**src/rtl/pcie_sym_pkg.sv**
```systemverilog
// PCIe Gen1 symbol constants and the scrambler LFSR byte-step helper.
// The LFSR is a 16-bit Galois register for x^16+x^5+x^4+x^3+1.
package pcie_sym_pkg;

  localparam logic [7:0]  K_COM = 8'hBC;
  localparam logic [7:0]  K_SKP = 8'h1C;
  localparam logic [7:0]  K_STP = 8'hFB;
  localparam logic [7:0]  K_SDP = 8'h5C;
  localparam logic [7:0]  K_END = 8'hFD;
  localparam logic [7:0]  K_EDB = 8'hFE;
  localparam logic [7:0]  K_IDL = 8'h7C;
  localparam logic [7:0]  K_FTS = 8'h3C;

  localparam logic [15:0] LFSR_SEED = 16'hFFFF;
  localparam logic [15:0] LFSR_POLY = 16'h0039;

  typedef struct packed {
    logic [7:0]  k8;
    logic [15:0] l_next;
  } lfsr_step_t;

  // Eight serial shifts unrolled into one combinational step; k8 is LSB-first.
  function automatic lfsr_step_t lfsr_step8(input logic [15:0] l,
                                            input logic [15:0] poly = LFSR_POLY);
    lfsr_step_t r;
    logic [15:0] s;
    s    = l;
    r.k8 = 8'h00;
    for (int k = 0; k < 8; k++) begin
      r.k8[k] = s[15];
      s       = {s[14:0], 1'b0} ^ (s[15] ? poly : 16'h0000);
    end
    r.l_next = s;
    return r;
  endfunction

endpackage

```
**src/rtl/scrambler_lane.sv**
```systemverilog
// One scrambler lane: owns its LFSR and the registered output byte and K-flag.
// COM re-seeds, SKP freezes the LFSR, every other valid symbol advances it by 8 bits.
module scrambler_lane
  import pcie_sym_pkg::*;
#(
  parameter logic [15:0] SEED_P = LFSR_SEED,
  parameter logic [15:0] POLY_P = LFSR_POLY,
  parameter logic [7:0]  COM_P  = K_COM,
  parameter logic [7:0]  SKP_P  = K_SKP
) (
  input  logic       clk_i,
  input  logic       reset_i,
  input  logic       valid_i,
  input  logic       scr_dis_i,
  input  logic [7:0] byte_i,
  input  logic       dk_i,
  output logic [7:0] byte_o,
  output logic       dk_o
);

  logic [15:0] lfsr_q, lfsr_d;
  logic [7:0]  byte_q, byte_d;
  logic        dk_q, dk_d;
  lfsr_step_t  step_s;

  // Next-state for the LFSR and output registers; idle beats hold everything.
  always_comb begin
    step_s = lfsr_step8(lfsr_q, POLY_P);
    lfsr_d = lfsr_q;
    byte_d = byte_q;
    dk_d   = dk_q;
    if (valid_i) begin
      dk_d = dk_i;
      if (dk_i) begin
        byte_d = byte_i;
        if (byte_i == COM_P) begin
          lfsr_d = SEED_P;
        end else if (byte_i == SKP_P) begin
          lfsr_d = lfsr_q;
        end else begin
          lfsr_d = step_s.l_next;
        end
      end else begin
        // Bypass only skips the XOR; the keystream position still moves on.
        lfsr_d = step_s.l_next;
        if (scr_dis_i) begin
          byte_d = byte_i;
        end else begin
          byte_d = byte_i ^ step_s.k8;
        end
      end
    end else begin
      lfsr_d = lfsr_q;
    end
  end

  // Lane state registers with synchronous reset.
  always_ff @(posedge clk_i) begin
    if (reset_i) begin
      lfsr_q <= SEED_P;
      byte_q <= 8'h00;
      dk_q   <= 1'b0;
    end else begin
      lfsr_q <= lfsr_d;
      byte_q <= byte_d;
      dk_q   <= dk_d;
    end
  end

  assign byte_o = byte_q;
  assign dk_o   = dk_q;

endmodule

```
**src/rtl/lane_scrambler.sv**
```systemverilog
// Four-lane PCIe Gen1 data scrambler placed after byte striping.
// Lanes are independent; one clock of latency from input beat to scrambled output.
module lane_scrambler
  import pcie_sym_pkg::*;
#(
  parameter logic [15:0] SEED = LFSR_SEED,
  parameter logic [15:0] POLY = LFSR_POLY,
  parameter logic [7:0]  COM  = K_COM,
  parameter logic [7:0]  SKP  = K_SKP
) (
  input  logic       CLK,
  input  logic       RESET,
  input  logic       VALID,
  input  logic       SCR_DIS,
  input  logic [7:0] LANE0,
  input  logic [7:0] LANE1,
  input  logic [7:0] LANE2,
  input  logic [7:0] LANE3,
  input  logic       DK_0,
  input  logic       DK_1,
  input  logic       DK_2,
  input  logic       DK_3,
  output logic [7:0] SLANE0,
  output logic [7:0] SLANE1,
  output logic [7:0] SLANE2,
  output logic [7:0] SLANE3,
  output logic       SDK_0,
  output logic       SDK_1,
  output logic       SDK_2,
  output logic       SDK_3,
  output logic       VALID_OUT
);

  logic valid_out_q;

  scrambler_lane #(.SEED_P(SEED), .POLY_P(POLY), .COM_P(COM), .SKP_P(SKP)) u_lane0 (
    .clk_i(CLK), .reset_i(RESET), .valid_i(VALID), .scr_dis_i(SCR_DIS),
    .byte_i(LANE0), .dk_i(DK_0), .byte_o(SLANE0), .dk_o(SDK_0)
  );

  scrambler_lane #(.SEED_P(SEED), .POLY_P(POLY), .COM_P(COM), .SKP_P(SKP)) u_lane1 (
    .clk_i(CLK), .reset_i(RESET), .valid_i(VALID), .scr_dis_i(SCR_DIS),
    .byte_i(LANE1), .dk_i(DK_1), .byte_o(SLANE1), .dk_o(SDK_1)
  );

  scrambler_lane #(.SEED_P(SEED), .POLY_P(POLY), .COM_P(COM), .SKP_P(SKP)) u_lane2 (
    .clk_i(CLK), .reset_i(RESET), .valid_i(VALID), .scr_dis_i(SCR_DIS),
    .byte_i(LANE2), .dk_i(DK_2), .byte_o(SLANE2), .dk_o(SDK_2)
  );

  scrambler_lane #(.SEED_P(SEED), .POLY_P(POLY), .COM_P(COM), .SKP_P(SKP)) u_lane3 (
    .clk_i(CLK), .reset_i(RESET), .valid_i(VALID), .scr_dis_i(SCR_DIS),
    .byte_i(LANE3), .dk_i(DK_3), .byte_o(SLANE3), .dk_o(SDK_3)
  );

  // Output valid follows the input valid by one clock.
  always_ff @(posedge CLK) begin
    if (RESET) begin
      valid_out_q <= 1'b0;
    end else begin
      valid_out_q <= VALID;
    end
  end

  assign VALID_OUT = valid_out_q;

endmodule

```
**config.mk**
```make
export PLATFORM = sky130hd
export DESIGN_NAME = lane_scrambler
export DESIGN_NICKNAME = d
export VERILOG_FILES = /design/src/rtl/pcie_sym_pkg.sv /design/src/rtl/scrambler_lane.sv /design/src/rtl/lane_scrambler.sv
export SDC_FILE = /design/constraint.sdc
export NUM_CORES = 1
export LEC_CHECK = 0
export ABC_AREA = 1
export BUFFER_PORTS_ARGS = -buffer_cell sky130_fd_sc_hd__buf_2
export CORE_UTILIZATION = 59
export DETAILED_ROUTE_END_ITERATION = 10
export PLACE_DENSITY = 0.81
export SYNTH_ARGS = -nofsm -noshare
export SYNTH_HDL_FRONTEND = slang
export SYNTH_SLANG_ARGS = --single-unit
export TNS_END_PERCENT = 5
```
**constraint.sdc**
```tcl
create_clock -name CLK -period 1.3 [get_ports CLK]
set_clock_uncertainty 0.05 [all_clocks]
set_input_delay 0.195 -clock CLK [delete_from_list [all_inputs] [get_ports CLK]]
set_output_delay 0.195 -clock CLK [all_outputs]
set_load 0.05 [all_outputs]
```
# Yosys cells after proc, flatten, opt, wreduce, memory -nomap -nowiden
# Index checks and enable logic that the tools add are counted.
# classes
eq_ne	12
mux	52
bitwise_logic	36
n_reduce_logical	4
# op_table
cell	count
bitwise XOR 16 bit	32
two-way mux 16 bit	12
two-way mux 6 bit	32
two-way mux 8 bit	8
equality test 8 x 5 -> 1 bit (second input constant)	4
equality test 8 bit (second input constant)	4
bitwise XOR 8 bit	4
!= test 3 x 2 -> 1 bit (second input constant)	4
AND reduction 2 bit	4
# totals
ff_bits	101
in_bits	40
output_inout_bits	37
elab_cells	117

# Logic depth before layout (Yosys ltp)
# logic_depth
ltp_word	19
depth_mapped	10
depth_no_buf	9

# Modules after synthesis
# A second synthesis with hierarchy kept.
# unflattened
hier_cells	995
hier_area_um2	6145.9
# by_module_without_submodules
mod	instances	cells_per_inst	area_each_um2	seq_area_each_um2
scrambler_lane	4	248	1529.0	500.5
lane_scrambler	1	3	30.0	20.0

# Worst setup path before layout
# OpenSTA, ideal clock, no wires.
# synth_path
kind	in2reg
from	input LANE3[1]
to	register u_lane3.lfsr_q[12]
setup_time_ps	134
arrival_ps	909
required_ps	1116
setup_slack_ps	207
cell_stages	9
path_buffers	1
cell_sequence	inv_1 nand2_1 nor2_2 nand3_2 nand2_4 inv_2 buf_6 nand2_1 nand3_1
# synth_between
elab_chain_cells	3
# synth_lines
element	line	rtl
from (decl)	lane_scrambler.sv:18	input logic [7:0] LANE3,
equality test 8 x 5 -> 1 bit or equality test 8 bit (tied branches)	scrambler_lane.sv:38, scrambler_lane.sv:36	
!= test 3 x 2 -> 1 bit (no line) or two-way mux 16 bit (tied branches)	-	
AND reduction 2 bit (no line) or two-way mux 16 bit (tied branches)	-	
to (signal assigned)	scrambler_lane.sv:64	lfsr_q <= lfsr_d;
to (decl)	scrambler_lane.sv:21	logic [15:0] lfsr_q, lfsr_d;
# Parallel ways exist; a longest one is shown, timed or not.
# A chain may end at the register's enable or synchronous reset.

==> impl_results.md <==
* Gr busiest metal: met2
* Multiplexer area fraction after synthesis at 0%
* Sink Count at 101
* Pwr/cell area at 1140 nW/um2
* CTS max path bufs at 2
* Worst-Margin Slew at 0.429 ns
* IO Count at 77
* R2R Path End: u_lane0.lfsr_q[5]$_SDFFE_PP1P_
* Slew headroom at between 70% and 80%
* Synth Instances at 978
* Synth top cells by count: nand2_1, nand3_1, inv_1
* Crit path required time at 1.58 ns
* Yosys Warn Count at 0
* Clk root buf: clkbuf_8
* 1st-pass router iterations at 5
* Initial antenna violation count at 0
* Critical path data arrival time at 1.54 ns
* Util after Layout at 68.6%
* Cells along the critical path: dlygate4sd3_1 > buf_2 > inv_2 > buf_12 > o21ai_0 > a21o_1 > inv_1
* Max H-tree Level at 3
* Pre-CTS setup slack at -0.00450 ns
* Worst-Skew Late Latency at 0.37 ns
* Total GRT Usage at 26.7%
* Post-synth EDFFs at 0
* Setup TNS at 0 ns
* Clock transition at path regs at ~0.1 ns
* Flops & latches, synth at just over 100
* Startpoint types: primary input
* Gpl congestion at 0.851
* Vias in the first global route at 5510
* Post-CTS Setup Inserts at 0
* Asr flop ratio synth at 0%
* Maximum VDD drop at 0.000725 V
* Antenna viol nets, final at 0
* Worst path slowest cell: dlygate4sd3_1
* Port Buf Inserts at 76
* Synth Area in Compound Gates at 6.47%
* Reg2Reg Setup Slack at 0.06 ns
* R2R cell count at 7
* Ys flop type: dfxtp_1
* Row Count at 37
* Syn Std Cell Area at roughly 6200 um2
* Min cycle time layout at 1.26 ns
* Leading area contributor after synthesis: dfxtp_1
* Max Cap Viol at 0
* Via count at 5997
* Final hold violations at 0
* Fin worst setup slack at between 0.03 and 0.04 ns
* Period utilization at 96.9%
* Core Region at 10300 um2
* Seq/Total Area, Yosys at 32.4%
* Iteration-0 DRC count of the detailed router at ~320
* Wire length of the first global-routing pass at 24.4 mm
* Worst Hold Class: in2reg
* Worst setup EP type: register
* Initial Util at 60.7%
* Fin. max-slew vios at 0
* NumNets Final at 1090
* Inserted Diodes at 0
* CTS buffer count at 9
* Synth Area in XOR/XNOR at 8.70%
* Global routing usage on met1 at 34.2%
* Worst Hold End: u_lane0.dk_o$_SDFFE_PP0P_
* Simple-gate share of the synthesized area at 39.4%
* Largest family of logic cells by synthesized area: simple AND/OR/NAND/NOR gates
* Setup violations, final at 0
* DRC at 0
* Height of the die at 105 um
* Gr ovfl total at 0
* Fraction of the mapped netlist area in adder cells at 0%
* Status: complete, no violations
* Worst Path Max Fanout at 45
* Worst r2r src: u_lane0.lfsr_q[9]$_SDFFE_PP1P_
* Vias per inst at 5.04
* Synth top area cells: dfxtp_1, nand2_1, nand3_1
* Hold-critical path depth at 3
* RSZ-0062 raised after global routing: false
* Distinct cell type count after synthesis at 25
* Mean Syn Cell Area at 6.38 um2
* Hold Path Origin: DK_0
* Top-count cell post-synth: nand2_1
* Die W at 105 um
* Max Freq at slightly below 0.8 GHz
* GRT met2 Usage at 45.3%
* LEAKAGE at 4.12 nW
* CTS tree: yes
* Met3 Use GR at 4.49%
* WL final at 14.0 mm
* Syn Nets at about 1000
* Share of cells above drive strength 1 at ~16%
* Avg WL per Cell at 11.8 um
* Detailed placement HPWL at around 10 mm
* Slowest cell delay on critical path at 0.54 ns
* Area grow syn2layout at 12.9%
* Setup CP Type: in2reg
* Die area at 11000 um2
* Largest net degree at the start of global routing at 46
* Post-synth top area share at 32.4%
[registers in the layout (all words and copies together) (netlist names)]
name / flops
u_lane0.byte_o: 8
u_lane1.byte_o: 8
u_lane3.dk_o: 1
u_lane3.byte_o: 8
u_lane3.lfsr_q: 16
VALID_OUT: 1
u_lane0.dk_o: 1
u_lane1.dk_o: 1
u_lane0.lfsr_q: 16
u_lane2.dk_o: 1
u_lane2.lfsr_q: 16
u_lane1.lfsr_q: 16
u_lane2.byte_o: 8
[cells in the final DEF (no fill, tap or decap), drive strengths merged]
cell         Yosys  routed
nand2          410     410
nand3          133     133
buf             52     122
inv            116     118
dfxtp          101     101
xor2            35      35
nor2            33      33
xnor2           27      27
o21ai           23      23
o211ai          17      17
a21o            15      15
clkbuf          10      12
a21oi            3       3
nand3b           1       1
nand4            1       1
clkinvlp         0       1
bufinv           0       1
clkinv           1       1
dlygate4sd3      0       1
[layout make-up]
cell class / count / area [um2]
flip-flops and latches: 101 / 2030
clock inverters: 4 / 55.1
well taps: 136 / 170
repair buffers: 123 / 786
inverters: 117 / 439
fillers: 910 / 3230
multi-input cells: 698 / 3410
clock buffers: 12 / 155
[kinds of logic (layout without fill, tap and decap cells)]
| kind of cell | count (synthesis) | after routing |
|---|---|---|
| AND/OR/NAND/NOR | 578 | 578 |
| XOR/XNOR | 62 | 62 |
| flip-flops | 101 | 101 |
| buffers and inverters | 179 | 256 |
| AO/OA/AOI/OAI | 58 | 58 |
[per-stage QoR]
step                instance area (um2)  cells  hold slack, ns  power (W)
finish                             7050   1191          0.0723    0.00804
global route                       7050   1191          0.0635    0.00855
CTS                                7040   1191          0.0491    0.00808
detailed placement                 6820   1174           0.337    0.00595
global placement                   6820   1174           0.337    0.00590
floorplan                          6240    978           0.217    0.00541
[critical path, delay by kind of cell]
| family | cells | cell delay [ns] |
|---|---|---|
| buffers and inverters | 5 | 1.03 |
| AO/OA/AOI/OAI | 2 | 0.28 |
[per-layer routing]
metal / vias to the layer above / part of all wire, %
met2: 164 / 48
li1: 3130 / -
met5: - / 0
met4: 0 / 1.8
met1: 2685 / 45
met3: 18 / 5.4
[how the worst max path moves through the flow]
| stage | start | endpoint | slack [ns] | cells past startpoint |
|---|---|---|---|---|
| after floorplan | LANE3[1] | u_lane3.lfsr_q[12]$_SDFFE_PP1P_ | 0.21 | 9 |
| after global placement | LANE0[0] | u_lane0.lfsr_q[6]$_SDFFE_PP1P_ | 0.03 | 8 |
| after detailed placement | LANE0[1] | u_lane0.lfsr_q[11]$_SDFFE_PP1P_ | -0.004 | 8 |
| after CTS | u_lane2.byte_o[7]$_SDFFE_PP0P_ | SLANE2[7] | 0.04 | 1 |
| after global routing | u_lane1.lfsr_q[9]$_SDFFE_PP1P_ | u_lane1.lfsr_q[5]$_SDFFE_PP1P_ | 0.001 | 7 |
| final | RESET | u_lane0.byte_o[4]$_SDFFE_PP0P_ | 0.04 | 7 |
[report_power, final]
part / internal [W] / leakage [nW] / total, W / switching [W]
Combinational: 0.000884 / 3.18 / 0.00229 / 0.00141
Sequential: 0.00337 / 0.839 / 0.00362 / 0.000255
Clock: 0.00101 / 0.103 / 0.00213 / 0.00112
[repair_timing]
item | 4_1_cts | 5_1_grt
gates resized for setup | 0 | 16
hold endpoints to repair | 1 | 0
hold buffers | 1 | 0
endpoints found under the setup margin | 0 | 17
(Power assumes the default switching activity.)
